===== src/rtl/rs_encode_stream_in_blocker_if.sv =====
// Request, input-line and output-line handshakes of the RS encoder stream-in blocker.
// slave = blocker side, master = surrounding environment side.
interface rs_encode_stream_in_blocker_if #(
   parameter int DATA_W         = 256,
   parameter int MAX_REQ_BLOCKS = 64
);
   localparam int MAX_REQ_BLOCKS_W = $clog2(MAX_REQ_BLOCKS);

   logic                      req_val;
   logic [MAX_REQ_BLOCKS_W:0] req_num_blocks;
   logic                      req_rdy;
   logic                      data_val;
   logic [DATA_W-1:0]         data;
   logic                      data_rdy;
   logic                      line_val;
   logic [DATA_W-1:0]         line_data;
   logic                      line_block_last;
   logic                      line_req_last;
   logic                      line_rdy;
   logic [MAX_REQ_BLOCKS_W:0] req_num_blocks_q;
   logic                      busy;

   modport slave (
      input  req_val, req_num_blocks, data_val, data, line_rdy,
      output req_rdy, data_rdy, line_val, line_data, line_block_last, line_req_last,
             req_num_blocks_q, busy
   );

   modport master (
      output req_val, req_num_blocks, data_val, data, line_rdy,
      input  req_rdy, data_rdy, line_val, line_data, line_block_last, line_req_last,
             req_num_blocks_q, busy
   );
endinterface


===== src/rtl/rs_encode_stream_in_blocker.sv =====
// Stream-in blocker: slices input lines into RS data blocks, masks the tail, appends zero pad lines.
// Optional statistics counters are enabled by defining RS_STREAM_IN_STATS_EN.
module rs_encode_stream_in_blocker #(
   parameter int DATA_W         = 256,
   parameter int RS_DATA_BYTES  = 223,
   parameter int NUM_PAD_LINES  = 1,
   parameter int MAX_REQ_BLOCKS = 64
) (
   input  logic clk,
   input  logic rst,
   rs_encode_stream_in_blocker_if.slave bus
`ifdef RS_STREAM_IN_STATS_EN
   ,
   output logic [31:0] stat_lines_in,
   output logic [31:0] stat_reqs_done
`endif
);

   localparam int DATA_BYTES     = DATA_W / 8;
   localparam int NUM_DATA_LINES = (RS_DATA_BYTES + DATA_BYTES - 1) / DATA_BYTES;
   localparam int TOTAL_LINES    = NUM_DATA_LINES + NUM_PAD_LINES;
   localparam int LC_W           = (TOTAL_LINES > 1) ? $clog2(TOTAL_LINES) : 1;
   localparam int BLK_W          = $clog2(MAX_REQ_BLOCKS) + 1;
   localparam int LAST_BYTES     = RS_DATA_BYTES - (NUM_DATA_LINES - 1) * DATA_BYTES;

   localparam logic [LC_W-1:0] LAST_DATA_IDX = LC_W'(NUM_DATA_LINES - 1);
   localparam logic [LC_W-1:0] LAST_LINE_IDX = LC_W'(TOTAL_LINES - 1);

   // Byte 0 sits in the MSBs; bytes past the end of the RS block are forced to zero.
   function automatic logic [DATA_W-1:0] tail_mask_f();
      logic [DATA_W-1:0] m;
      m = '0;
      for (int i = 0; i < DATA_BYTES; i++) begin
         if (i < LAST_BYTES) m[DATA_W-1-8*i -: 8] = 8'hFF;
      end
      return m;
   endfunction

   localparam logic [DATA_W-1:0] TAIL_MASK = tail_mask_f();

   typedef enum logic [1:0] {
      S_IDLE = 2'd0,
      S_DATA = 2'd1,
      S_PAD  = 2'd2
   } state_t;

   state_t            state_q, state_d;
   logic [LC_W-1:0]   line_cnt_q, line_cnt_d;
   logic [BLK_W-1:0]  blk_cnt_q, blk_cnt_d;
   logic [BLK_W-1:0]  num_q, num_d;

   logic              req_rdy_c, data_rdy_c, line_val_c;
   logic [DATA_W-1:0] line_data_c;
   logic              block_last_c, req_last_c;
   logic              line_hs, data_hs, zero_req;

   always_comb begin
      // NOTE: every signal gets a default before the case so no path leaves it unassigned (no latches).
      state_d      = state_q;
      line_cnt_d   = line_cnt_q;
      blk_cnt_d    = blk_cnt_q;
      num_d        = num_q;
      req_rdy_c    = 1'b0;
      data_rdy_c   = 1'b0;
      line_val_c   = 1'b0;
      line_data_c  = '0;
      block_last_c = 1'b0;
      req_last_c   = 1'b0;
      line_hs      = 1'b0;
      data_hs      = 1'b0;
      zero_req     = 1'b0;

      case (state_q)
         S_IDLE: begin
            req_rdy_c = 1'b1;
            if (bus.req_val) begin
               num_d      = bus.req_num_blocks;
               line_cnt_d = '0;
               blk_cnt_d  = '0;
               if (bus.req_num_blocks != '0) state_d = S_DATA;
               else                          zero_req = 1'b1;
            end
         end
         S_DATA: begin
            line_val_c   = bus.data_val;
            data_rdy_c   = bus.line_rdy;
            line_data_c  = (line_cnt_q == LAST_DATA_IDX) ? (bus.data & TAIL_MASK) : bus.data;
            block_last_c = (line_cnt_q == LAST_LINE_IDX);
            line_hs      = bus.data_val && bus.line_rdy;
            data_hs      = line_hs;
         end
         S_PAD: begin
            line_val_c   = 1'b1;
            block_last_c = (line_cnt_q == LAST_LINE_IDX);
            line_hs      = bus.line_rdy;
         end
         default: state_d = S_IDLE;
      endcase

      req_last_c = block_last_c && (blk_cnt_q == num_q - BLK_W'(1));

      // With no pad lines the last data index is also the block-last index, so that branch wins.
      if (line_hs) begin
         if (block_last_c) begin
            line_cnt_d = '0;
            if (req_last_c) begin
               state_d = S_IDLE;
            end else begin
               blk_cnt_d = blk_cnt_q + BLK_W'(1);
               state_d   = S_DATA;
            end
         end else begin
            line_cnt_d = line_cnt_q + LC_W'(1);
            if (state_q == S_DATA && line_cnt_q == LAST_DATA_IDX) state_d = S_PAD;
         end
      end
   end

   // NOTE: sequential state uses non-blocking assignments so all registers update from pre-edge values.
   always_ff @(posedge clk) begin
      if (rst) begin
         state_q    <= S_IDLE;
         line_cnt_q <= '0;
         blk_cnt_q  <= '0;
         num_q      <= '0;
      end else begin
         state_q    <= state_d;
         line_cnt_q <= line_cnt_d;
         blk_cnt_q  <= blk_cnt_d;
         num_q      <= num_d;
      end
   end

   // Outputs read as zero for the whole time rst is held, not just after the first edge.
   assign bus.req_rdy          = !rst && req_rdy_c;
   assign bus.data_rdy         = !rst && data_rdy_c;
   assign bus.line_val         = !rst && line_val_c;
   assign bus.line_data        = rst ? '0 : line_data_c;
   assign bus.line_block_last  = !rst && block_last_c;
   assign bus.line_req_last    = !rst && req_last_c;
   assign bus.req_num_blocks_q = rst ? '0 : num_q;
   assign bus.busy             = !rst && (state_q != S_IDLE);

`ifdef RS_STREAM_IN_STATS_EN
   logic [31:0] stat_lines_q, stat_reqs_q;

   // Zero-block requests complete instantly, so they count as finished requests too.
   always_ff @(posedge clk) begin
      if (rst) begin
         stat_lines_q <= '0;
         stat_reqs_q  <= '0;
      end else begin
         if (data_hs) stat_lines_q <= stat_lines_q + 32'd1;
         if ((line_hs && req_last_c) || zero_req) stat_reqs_q <= stat_reqs_q + 32'd1;
      end
   end

   assign stat_lines_in  = stat_lines_q;
   assign stat_reqs_done = stat_reqs_q;
`endif

endmodule


===== src/flat_wrapper.sv =====
// flat-port wrapper written by rule: the top's interface ports become plain ports
module rs_encode_stream_in_blocker_flat 
#(
   parameter int DATA_W         = 256,
   parameter int RS_DATA_BYTES  = 223,
   parameter int NUM_PAD_LINES  = 1,
   parameter int MAX_REQ_BLOCKS = 64
)
  (clk, rst, bus_req_val, bus_req_num_blocks, bus_data_val, bus_data, bus_line_rdy, bus_req_rdy, bus_data_rdy, bus_line_val, bus_line_data, bus_line_block_last, bus_line_req_last, bus_req_num_blocks_q, bus_busy);
  rs_encode_stream_in_blocker_if #(.DATA_W(DATA_W), .MAX_REQ_BLOCKS(MAX_REQ_BLOCKS)) bus_i ();
  input  logic clk;
  input  logic rst;
  input wire logic [$bits(bus_i.req_val)-1:0] bus_req_val;
  input wire logic [$bits(bus_i.req_num_blocks)-1:0] bus_req_num_blocks;
  input wire logic [$bits(bus_i.data_val)-1:0] bus_data_val;
  input wire logic [$bits(bus_i.data)-1:0] bus_data;
  input wire logic [$bits(bus_i.line_rdy)-1:0] bus_line_rdy;
  output wire logic [$bits(bus_i.req_rdy)-1:0] bus_req_rdy;
  output wire logic [$bits(bus_i.data_rdy)-1:0] bus_data_rdy;
  output wire logic [$bits(bus_i.line_val)-1:0] bus_line_val;
  output wire logic [$bits(bus_i.line_data)-1:0] bus_line_data;
  output wire logic [$bits(bus_i.line_block_last)-1:0] bus_line_block_last;
  output wire logic [$bits(bus_i.line_req_last)-1:0] bus_line_req_last;
  output wire logic [$bits(bus_i.req_num_blocks_q)-1:0] bus_req_num_blocks_q;
  output wire logic [$bits(bus_i.busy)-1:0] bus_busy;
  assign bus_i.req_val = bus_req_val;
  assign bus_i.req_num_blocks = bus_req_num_blocks;
  assign bus_i.data_val = bus_data_val;
  assign bus_i.data = bus_data;
  assign bus_i.line_rdy = bus_line_rdy;
  assign bus_req_rdy = bus_i.req_rdy;
  assign bus_data_rdy = bus_i.data_rdy;
  assign bus_line_val = bus_i.line_val;
  assign bus_line_data = bus_i.line_data;
  assign bus_line_block_last = bus_i.line_block_last;
  assign bus_line_req_last = bus_i.line_req_last;
  assign bus_req_num_blocks_q = bus_i.req_num_blocks_q;
  assign bus_busy = bus_i.busy;
  rs_encode_stream_in_blocker #(.DATA_W(DATA_W), .RS_DATA_BYTES(RS_DATA_BYTES), .NUM_PAD_LINES(NUM_PAD_LINES), .MAX_REQ_BLOCKS(MAX_REQ_BLOCKS)) u_core (.clk(clk), .rst(rst), .bus(bus_i));
endmodule

===== config.mk =====
export PLATFORM = sky130hd
export DESIGN_NAME = rs_encode_stream_in_blocker_flat
export DESIGN_NICKNAME = d
export VERILOG_FILES = /design/src/rtl/rs_encode_stream_in_blocker_if.sv /design/src/rtl/rs_encode_stream_in_blocker.sv /design/src/flat_wrapper.sv
export SDC_FILE = /design/constraint.sdc
export NUM_CORES = 1
export LEC_CHECK = 0
export BUFFER_PORTS_ARGS = -buffer_cell sky130_fd_sc_hd__buf_4
export CAP_MARGIN = 40
export CORE_AREA = 2 2 206 208
export CTS_BUF_LIST = sky130_fd_sc_hd__clkbuf_4 sky130_fd_sc_hd__clkbuf_8
export DETAILED_ROUTE_END_ITERATION = 6
export DIE_AREA = 0 0 208 210
export RECOVER_POWER = 100
export SETUP_SLACK_MARGIN = 0.05
export SYNTH_ARGS = -nofsm -noshare
export SYNTH_HDL_FRONTEND = slang
export SYNTH_SLANG_ARGS = --single-unit

===== constraint.sdc =====
create_clock -name clk -period 2.3 [get_ports clk]
set_clock_uncertainty 0.15 [all_clocks]
set_input_delay 0.23 -clock clk [delete_from_list [all_inputs] [get_ports clk]]
set_output_delay 0.23 -clock clk [all_outputs]
set_load 0.1 [all_outputs]

### Yosys cells after proc, flatten, opt, wreduce, memory -nomap -nowiden

Cells that the tools add are included.

| storage, ports and cells | value |
|---|---|
| bits in writable memories | 0 |
| input bits | 268 |
| word-level logic and storage cells | 55 |
| flip-flop bits (word level) | 19 |
| output and inout bits | 269 |
| memories | 0 |
| latch bits | 0 |
| memory bits (read-only) | 0 |

| cells by class | value |
|---|---|
| shifts and indexed selects | 0 |
| multipliers | 0 |
| eq/ne operators | 5 |
| div/mod/pow operators | 0 |
| bitwise logic cells | 0 |
| $lt $le $gt $ge | 0 |
| mux-type cells | 25 |
| add/subtract/negate cells | 3 |
| reduce and logical (&&, ||, !) cells | 18 |

Operator list:

| kind | number |
|---|---|
| 2-to-1 mux 256 bit | 2 |
| 2-to-1 mux 7 bit | 6 |
| 2-to-1 mux 3 bit | 4 |
| 2-to-1 mux 2 bit | 5 |
| logical AND 1 bit | 9 |
| 2-to-1 mux 8 bit | 1 |
| adder 7 x 1 -> 7 bit (second input constant) | 1 |
| == test 7 bit | 1 |
| nonzero test 7 bit | 1 |
| subtractor 7 x 1 -> 7 bit (second input constant) | 1 |
| == test 3 bit (second input constant) | 2 |
| nonzero test 2 bit | 3 |
| 2-to-1 mux 1 bit | 4 |
| case mux 1 bit (2 select lines) | 2 |
| case mux 2 bit (2 select lines) | 1 |
| AND reduction 2 bit | 2 |
| adder 3 x 1 -> 3 bit (second input constant) | 1 |
| == test 2 x 1 -> 1 bit (second input constant) | 1 |
| == test 2 bit (second input constant) | 1 |
| logical NOT 2 bit | 1 |
| OR reduction 2 bit | 1 |
| logical NOT 1 bit | 1 |

### Logic depth before layout (Yosys ltp)

Gate-level depths: netlist of run 1.

| depth | value |
|---|---|
| depth in word-level cells | 7 |
| mapped depth | 9 |
| gate-level depth less buffers | 8 |

### Worst setup path after synthesis of run 1

Ideal clock, no wire load.

| timing | value |
|---|---|
| kind | reg-to-output |
| start point | register u_core.num_q[0] |
| end point | output port bus_line_req_last |
| stages on the path, launching flop included | 8 |
| slack | -1.801 ns |
| required time | 1.920 ns |
| arrival time | 3.721 ns |
| path buffers | 0 |
| cells stage by stage | dfxtp_1 inv_1 ha_1 o21ba_1 a221oi_2 a41oi_1 or3_1 nor3_1 |

| between the ends | value |
|---|---|
| cells in the longest elaborated chain, start to end | 4 |

RTL lines:

| what | RTL line | RTL |
|---|---|---|
| start: declaration | rs_encode_stream_in_blocker.sv:50 | `logic [BLK_W-1:0] num_q, num_d;` |
| start signal: assignment | rs_encode_stream_in_blocker.sv:130 | `num_q <= num_d;` |
| subtractor 7 x 1 -> 7 bit | rs_encode_stream_in_blocker.sv:100 | `req_last_c = block_last_c && (blk_cnt_q == num_q - BLK_W'(1));` |
| == test 7 bit | rs_encode_stream_in_blocker.sv:100 |  |
| logical AND 1 bit | rs_encode_stream_in_blocker.sv:100 |  |
| logical AND 1 bit | rs_encode_stream_in_blocker.sv:140 | `assign bus.line_req_last = !rst && req_last_c;` |
| end: declaration | flat_wrapper.sv:23 | `output wire logic [$bits(bus_i.line_req_last)-1:0] bus_line_req_last;` |

No other way between the ends.

### Worst setup path after layout of run 1

| timing | value |
|---|---|
| start point | register u_core.num_q[3] |
| end point | output port bus_line_req_last |

Same word-level chain as after synthesis.

==> results of run 1 <==
-- cells by family (layout without fill, tap and decap cells) --
kind of cell	count (synthesis)	after routing
xor gates and xnor gates	13	13
and+or+nand+nor	332	332
adders and majority gates	9	9
DFF	19	19
other	0	3
AOI/OAI and AO/OA	29	29
buffers and inverters	41	605
muxes	2	2
-- metal layers --
layer / routed length (um) / part of all wire / up-vias / global-route usage
met5: 207 / 0.0056 / - / 0
met2: 16600 / 0.45 / 240 / 0.223
met1: 15300 / 0.42 / 2605 / 0.182
li1: - / - / 2525 / -
met3: 4040 / 0.11 / 50 / 0.0746
met4: 607 / 0.017 / 32 / 0.0208
-- Yosys cell counts (2+ instances only) --
| library cell | n | share of area |
|---|---|---|
| a31oi_1 | 4 | 0.0084 |
| nor3_1 | 7 | 0.012 |
| and3_1 | 3 | 0.0063 |
| xor2_1 | 5 | 0.015 |
| clkbuf_1 | 34 | 0.043 |
| inv_1 | 6 | 0.0076 |
| nand2_1 | 19 | 0.024 |
| nand3_1 | 12 | 0.020 |
| a21oi_1 | 12 | 0.020 |
| or3_1 | 2 | 0.0042 |
| and2_1 | 259 | 0.55 |
| dfxtp_1 | 19 | 0.13 |
| a211oi_1 | 2 | 0.0050 |
| nor2b_1 | 10 | 0.021 |
| xnor2_1 | 8 | 0.024 |
| ha_1 | 9 | 0.038 |
| nor2_1 | 16 | 0.020 |
-- timing repair --
| item | in CTS | in global routing |
|---|---|---|
| cloned | 10 | 13 |
| gates resized for setup | 309 | 383 |
| setup buffers | 15 | 6 |
| endpoints found under the setup margin | 263 | 249 |
| pin swaps | 5 | 53 |
-- report_power, final --
part | total [mW] | switching (mW) | internal [mW]
clock network | 0.249 | 0.127 | 0.122
logic | 3.04 | 1.88 | 1.16
registers | 0.351 | 0.0117 | 0.339
-- path summary, 6_finish.rpt --
| kind | startpoint | endpoint | slack, ns | depth (start not counted) |
|---|---|---|---|---|
| max | u_core.num_q[3] | bus_line_req_last | -0.23 | 6 |
| min | bus_req_num_blocks[2] | u_core.num_q[2] | 0.06 | 3 |
| max reg2reg | u_core.num_q[3] | u_core.blk_cnt_q[4] | -0.09 | 9 |
| min reg2reg | u_core.num_q[1] | u_core.num_q[1] | 0.34 | 2 |
-- flip-flops by register name (all words and copies together), names as in the netlist --
signal / cells
u_core.line_cnt_q: 3
u_core.num_q: 7
u_core.state_q: 2
u_core.blk_cnt_q: 7
-- through the flow --
| stage | hold slack [ns] | instances | power [mW] |
|---|---|---|---|
| finish | 0.0619 | 1551 | 3.64 |
| global route | 0.0705 | 1550 | 3.74 |
| CTS | 0.0610 | 1531 | 3.35 |
| detailed placement | 0.319 | 1502 | 2.78 |
| global placement | 0.324 | 1502 | 2.77 |
| floorplan | 0.208 | 445 | 1.98 |
-- worst max-delay path, cell delays in order, from the launching register on --
cell	delay [ns]
dfxtp_1	0.39
nor3_1	0.37
a21oi_1	0.13
nand4b_1	0.22
or3_4	0.42
nor3_4	0.16
buf_12	0.20
-- final cells by class --
type                    count  area [um^2]
clock buffers               3         41.3
well taps                 539          674
fillers                  4368        30200
repair buffers            595         7170
multi-input cells         385         2970
flip-flops and latches     19          384
inverters                   6         22.5
diodes                      3         7.51
clock inverters             1         7.51
-- placed cells by master, fill, tap and decap left out, drive strengths merged, types with 2 or more instances in the layout --
cell      n
a21oi    12
a211oi    2
inv       6
nor2b    10
or3       2
diode     3
clkbuf   24
xor2      5
a21boi    2
and2    259
nand2    19
nor2     16
ha        9
a31oi     4
nand3    12
nor3      7
xnor2     8
and3      3
buf     574
dfxtp    19
==> results.yml, run 1 <==
yosys:
  seq_area_frac_synth: 0.128
  synth_nets: 722
  synth_xor_area_frac: 0.0383
  yosysWarnings: 0
  synth-simple-area-share: 0.662
  synth_compound_gate_area_share: 0.0707
  synthMuxAreaShare: 0.00842
  synth_top_family_by_area: "simple AND/OR/NAND/NOR gates"
  syn_area_um2: 2970
  avgSynthCellArea_um2: 6.68
  synth_ff_type: "dfxtp_1"
  synth_fa_ha_area_frac: 0.0379
  synth-edff-count: 0
  async_reset_ff_frac: 0
  ys_seq_elements: 19
  synthDistinctLibCells: 35
  synthCells: 445
cells_and_area:
  areaGrowthSynthToFinish_pct: 279
  fin_util: 0.272
  final_nets: 1287
  drive_gt1_frac: 0.873
  fin_area_um2: 11300
cts:
  numCtsBuffers: 3
  ctsHoldBuffers: 0
  insertion_delay_ns: 0.26
  cts_root_buffer: "clkbuf_8"
  cts_tree: "built"
  htreeDepth: 1
  clock-sinks: 19
  clkSlewWorstSetupHoldPaths_ns: 0.08
  cts.path.max_buffers: 2
routing:
  drt_first_pass_iters: 4
  vias: 5452
  wirelength_mm: 36.8
  final_antenna_net_count: 0
  wl_per_cell_um: 23.7
  vias_per_cell: 3.52
  drtIter0Drc: 247
  drc: 0
floorplanning:
  fp.dieW_um: 208
  core_area_um2: 41500
  fp-row-count: 75
  initial_core_util: 0.0717
  die_area_um2: 43700
  die_h_um: 210
  io_pins: 537
grt:
  grt_use_total: 0.144
  grt_pass1_vias: 5548
  grt_max_degree: 51
  grt_first_pass_wirelength_mm: 44.5
  antenna_found_initial: 28
  grt-ovfl-total: 0
setup_path:
  arrival_ns: 2.15
  crit_type: "flop to output pin"
  endpoint_kind: "output pin"
  cp.required_ns: 1.92
  critPathMaxFanout: 6
  cp-start-kind: "flop"
status:
  status: "finished with violations"
  violations: "setup timing"
sta:
  worst_slew_pin_slew_ns: 0.546
  fmax_mhz: 395
  slew_headroom: 0.637
  setup_violations: 75
  rsz0062_at_grt: "true"
  worst_slack_ns: -0.230
  finalHoldViolations: 0
  drv_slew: 0
  setup_tns_ns: -2.14
  period_needed_ns: 2.53
  layout_worst_path_cycle_share: 1.10
placement:
  placed_cell_area_um2: 8180
  gp_congestion: 0.876
  port_buffers: 536
  hpwl_mm: 27.7
  dp_slack_ns: -0.0296
power_and_ir_drop:
  cellLeakagePower_nw: 5.22
  peakVddDrop_v: 0.000174
  power_density_nw_per_um2: 323
worst_hold_path:
  min_path_type: "primary input to flop"
job:
  maxCapViolCount: 0
Power figures use the tool's default switching activity.
==> run 2: changes to the inputs <==
--- a/config.mk
+++ b/config.mk
@@ -11,6 +11,7 @@
 export CTS_BUF_LIST = sky130_fd_sc_hd__clkbuf_4 sky130_fd_sc_hd__clkbuf_8
 export DETAILED_ROUTE_END_ITERATION = 6
 export DIE_AREA = 0 0 208 210
+export PLACE_DENSITY_LB_ADDON = 0.15
 export RECOVER_POWER = 100
 export SETUP_SLACK_MARGIN = 0.05
 export SYNTH_ARGS = -nofsm -noshare
==> results.yml, run 2 (synthesis gave the netlist of run 1 again) <==
grt:
  grt-ovfl-total: 0
  grt_first_pass_wirelength_mm: 42.5
  antenna_found_initial: 13
  grt_use_total: 0.136
  grt_max_degree: 36
  grt_pass1_vias: 5426
floorplanning:
  fp.dieW_um: 208
  die_h_um: 210
  fp-row-count: 75
  die_area_um2: 43700
  io_pins: 537
  initial_core_util: 0.0717
  core_area_um2: 41500
sta:
  setup_violations: 52
  layout_worst_path_cycle_share: 1.09
  worst_slack_ns: -0.198
  fmax_mhz: 400
  finalHoldViolations: 0
  period_needed_ns: 2.50
  whs_ns: 0.0566
  rsz0062_at_grt: "true"
  worst_slew_pin_slew_ns: 0.554
  drv_slew: 0
  slew_headroom: 0.632
cells_and_area:
  drive_gt1_frac: 0.881
  final_cell_mix: "buf_4 (296), buf_12 (262), and2_4 (206)"
  areaGrowthSynthToFinish_pct: 332
  final_nets: 1321
  layout_commonest_cell: "buf_4"
  reg_top3: "u_core.blk_cnt_q (7), u_core.num_q (7), u_core.line_cnt_q (3)"
placement:
  gp_congestion: 0.777
  hpwl_mm: 27.3
  port_buffers: 536
setup_path:
  cp.required_ns: 1.92
  cpPeakStageDelay_ns: 0.38
  critPathMaxFanout: 5
  r2r_setup_slack_ns: 0.07
  crit_start: "u_core.num_q[1]"
  crit_type: "flop to output pin"
  cp_slowest_cell: "dfxtp_4"
  cp-start-kind: "flop"
  crit_end: "bus_line_req_last"
  reg2reg_depth: 10
  r2r_start: "u_core.num_q[1]"
  endpoint_kind: "output pin"
  regToRegEndpoint: "u_core.blk_cnt_q[5]"
  cp_cell_sequence: "inv_4, ha_4, o21ba_4, a221oi_2, a41oi_2, or3_4, nor3_4, buf_12"
  arrival_ns: 2.12
cts:
  ctsHoldBuffers: 0
  numCtsBuffers: 3
  htreeDepth: 1
  clock-sinks: 19
  clkSlewWorstSetupHoldPaths_ns: 0.10
  cts_tree: "built"
  cts.path.max_buffers: 2
  cts_root_buffer: "clkbuf_8"
  insertion_delay_ns: 0.27
routing:
  met1Wirelength_mm: 12.2
  drtIter0Drc: 140
  vias_per_cell: 3.37
  wirelength_mm: 33.5
  wl_per_cell_um: 21.1
  final_antenna_net_count: 0
  dr_wl_met2_mm: 17.7
  drt_first_pass_iters: 4
  route.top_layer_used: "met5"
  vias: 5358
  drc: 0
  wl_met3_mm: 3.11
power_and_ir_drop:
  cellLeakagePower_nw: 5.76
  power.total_mw: 3.90
  power.share.clock: 0.069
  peakVddDrop_v: 0.000149
  combPwrFrac: 0.840
  p_sw_mw: 2.03
  power_frac_seq: 0.091
  p_sw_frac: 0.521
  power_density_nw_per_um2: 304
  p_int_mw: 1.87
job:
  maxCapViolCount: 0
worst_hold_path:
  min_path_type: "primary input to flop"
  min_from: "bus_req_num_blocks[5]"
status:
  violations: "setup timing"
  status: "finished with violations"
==> run 2: worst min-delay path by stage <==
stage                           end  slack, ns  cells after the start
floorplan           u_core.num_q[1]       0.21                      2
detailed placement  u_core.num_q[1]       0.32                      2
global route        u_core.num_q[0]       0.06                      3
finish              u_core.num_q[5]       0.06                      3
global placement    u_core.num_q[1]       0.33                      2
CTS                 u_core.num_q[5]       0.06                      3
==> run 2: power groups by stage <==
stage | combinational (mW) | clock (mW) | sequential, mW
finish | 3.28 | 0.271 | 0.354
global route | 3.38 | 0.298 | 0.357
CTS | 2.85 | 0.271 | 0.355
detailed placement | 2.42 | 0 | 0.361
global placement | 2.42 | 0 | 0.360
floorplan | 1.62 | 0 | 0.356
==> run 2: metal layers <==
| layer | GRT usage | vias up |
|---|---|---|
| met5 | 0 | - |
| met4 | 0.0227 | 6 |
| met3 | 0.0603 | 26 |
| met2 | 0.244 | 202 |
| met1 | 0.148 | 2525 |
| li1 | - | 2599 |
==> run 2: metrics by stage <==
step | cells | util | setup WS (ns) | instance area, um^2 | setup TNS [ns]
6_report | 1591 | 0.310 | -0.198 | 12800 | -2.86
5_1_grt | 1582 | 0.309 | -0.282 | 12800 | -19.89
4_1_cts | 1553 | 0.256 | -0.200 | 10600 | -0.996
3_5_place_dp | 1527 | 0.200 | -0.00621 | 8320 | -0.00621
3_3_place_gp | 1527 | 0.200 | 0.0342 | 8320 | 0
2_1_floorplan | 445 | - | -0.333 | 3350 | -0.333
==> run 2: critical path, delay by kind of cell, from the launching register on <==
kind,cells,cell delay (ns)
flops,1,0.38
fa+ha+maj,1,0.17
buf+inv,2,0.24
compound gates,3,0.52
simple gates,2,0.54
==> run 2: repair_timing <==
item / CTS / global route
gates cloned: 6 / 23
gates resized for setup: 546 / 495
setup endpoints to repair: 260 / 254
buffers inserted: 17 / 9
pin swaps: 48 / 95
==> run 2: layout make-up <==
cell class / count / area, um^2
clock inverter: 1 / 7.51
fill: 4285 / 28600
sequential: 19 / 389
inverter: 6 / 25.0
tap: 539 / 674
timing repair buffer: 629 / 8550
antenna: 9 / 22.5
clock buffer: 3 / 41.3
multi-input combinational: 385 / 3130
==> run 3: changes to the inputs <==
--- a/config.mk
+++ b/config.mk
@@ -13,6 +13,7 @@
 export DIE_AREA = 0 0 208 210
 export PLACE_DENSITY_LB_ADDON = 0.15
 export RECOVER_POWER = 100
+export REMOVE_ABC_BUFFERS = 1
 export SETUP_SLACK_MARGIN = 0.05
 export SYNTH_ARGS = -nofsm -noshare
 export SYNTH_HDL_FRONTEND = slang
==> results.yml, run 3 (synthesis gave the netlist of run 1 again) <==
floorplanning:
  fp.dieW_um: 208
  io_pins: 537
  die_area_um2: 43700
  die_h_um: 210
  core_area_um2: 41500
  fp-row-count: 75
  initial_core_util: 0.0717
placement:
  hpwl_mm: 29.3
  port_buffers: 536
  dp_cells: 1523
  gp_congestion: 0.841
setup_path:
  r2r_start: "u_core.num_q[1]"
  r2r_setup_slack_ns: -0.05
  critPathMaxFanout: 5
  cp_cell_sequence: "inv_2, ha_4, o21ba_4, a221oi_2, a41oi_2, or3_4, nor3_4, buf_12"
  cp-start-kind: "flop"
  arrival_ns: 2.09
  crit_type: "flop to output pin"
  endpoint_kind: "output pin"
  regToRegEndpoint: "u_core.blk_cnt_q[4]"
  reg2reg_depth: 12
  crit_end: "bus_line_req_last"
  cp_slowest_cell: "or3_4"
  cpPeakStageDelay_ns: 0.38
  crit_start: "u_core.num_q[1]"
  cp.required_ns: 1.92
job:
  maxCapViolCount: 0
routing:
  wl_per_cell_um: 22.9
  vias: 5375
  vias_per_cell: 3.43
  drt_first_pass_iters: 4
  final_antenna_net_count: 0
  wirelength_mm: 35.9
  drc: 0
  drtIter0Drc: 215
cts:
  cts_tree: "built"
  cts.path.max_buffers: 2
  htreeDepth: 1
  clkSlewWorstSetupHoldPaths_ns: 0.08
  clock-sinks: 19
  numCtsBuffers: 3
  insertion_delay_ns: 0.27
  cts_root_buffer: "clkbuf_8"
sta:
  worst_slew_pin_slew_ns: 0.594
  fmax_mhz: 404
  finalHoldViolations: 0
  worst_slack_ns: -0.173
  setup_violations: 29
  rsz0062_at_grt: "true"
  slew_headroom: 0.606
  drv_slew: 0
  period_needed_ns: 2.47
  layout_worst_path_cycle_share: 1.08
grt:
  antenna_found_initial: 22
  grt-ovfl-total: 0
  grt_max_degree: 46
  grt_pass1_vias: 5444
  grt_use_total: 0.151
  grt_first_pass_wirelength_mm: 46.7
status:
  violations: "setup timing"
  status: "finished with violations"
cells_and_area:
  drive_gt1_frac: 0.788
  final_cells: 1568
  areaGrowthSynthToFinish_pct: 291
  layout_commonest_cell: "buf_4"
  final_cell_mix: "buf_4 (300), buf_12 (178), and2_4 (167)"
  fill_cells: 4460
  final_nets: 1305
  fin_util: 0.281
  reg_top3: "u_core.blk_cnt_q (7), u_core.num_q (7), u_core.line_cnt_q (3)"
power_and_ir_drop:
  power_density_nw_per_um2: 316
  cellLeakagePower_nw: 5.32
  peakVddDrop_v: 0.000156
worst_hold_path:
  min_path_type: "primary input to flop"
  hold_depth: 3
run 3: cell count changes in the layout (fill, tap and decap cells not counted), sizes merged:
cell      before  now
clkinvlp       1    0
buf          596  590
diode          9    2
clkinv         0    1
clkbuf        36   26
run 3: what timing repair did:
action	CTS	global route
cloned	10	9
hold endpoints to repair	0	0
gates resized for setup	545	308
setup endpoints to repair	266	243
hold buffers	0	0
setup buffers	22	3
pin swaps	41	68
run 3: worst max-delay path: cells and delay by family, from the launching register on:
family / cells / cell delay, ns
flip-flops: 1 / 0.34
AO/OA/AOI/OAI: 3 / 0.51
adder cells (fa/ha/maj): 1 / 0.17
AND/OR/NAND/NOR: 2 / 0.54
buffers and inverters: 2 / 0.25
run 3: where the power goes:
group | internal, mW | switching [mW] | leakage [nW] | total, mW
Combinational | 1.23 | 1.85 | 5.14 | 3.08
Clock | 0.121 | 0.132 | 0.0255 | 0.253
Sequential | 0.339 | 0.0107 | 0.156 | 0.350
run 3: metal layers:
layer / track usage / vias up / routed length (um)
met1: 0.176 / 2525 / 13900
li1: - / 2563 / -
met5: 0 / - / 187
met3: 0.0557 / 43 / 2900
met2: 0.268 / 214 / 18600
met4: 0.0188 / 30 / 325
run 3: worst min-delay path by stage:
stage	start	end	slack (ns)
after global placement	bus_req_num_blocks[1]	u_core.num_q[1]	0.35
after global routing	bus_req_num_blocks[0]	u_core.num_q[0]	0.05
final	bus_req_num_blocks[1]	u_core.num_q[1]	0.05
after CTS	bus_req_num_blocks[1]	u_core.num_q[1]	0.05
after floorplan	rst	u_core.blk_cnt_q[0]	0.15
after detailed placement	u_core.num_q[6]	u_core.num_q[6]	0.35
run 3: layout make-up:
cell class | instances | area (um^2) | share of cell area
diodes | 2 | 5.00 | 0.000430
well taps | 539 | 674 | 0.0580
repair buffers | 613 | 7560 | 0.650
multi-input cells | 385 | 2940 | 0.252
flip-flops and latches | 19 | 387 | 0.0332
inverters | 6 | 22.5 | 0.00194
clock buffers | 3 | 41.3 | 0.00355
clock inverters | 1 | 5.00 | 0.000430
run 3: stage by stage:
step	power, mW	setup WS, ns	hold WS [ns]	area [um^2]	setup TNS, ns
3_5_place_dp	2.75	-0.176	0.349	7910	-0.623
5_1_grt	3.81	-0.287	0.0475	11600	-14.30
6_report	3.68	-0.173	0.0535	11600	-0.735
3_3_place_gp	2.75	-0.187	0.346	7910	-0.620
4_1_cts	3.51	-0.226	0.0481	10500	-0.438
2_1_floorplan	1.92	-5.14	0.149	2830	-1262.11
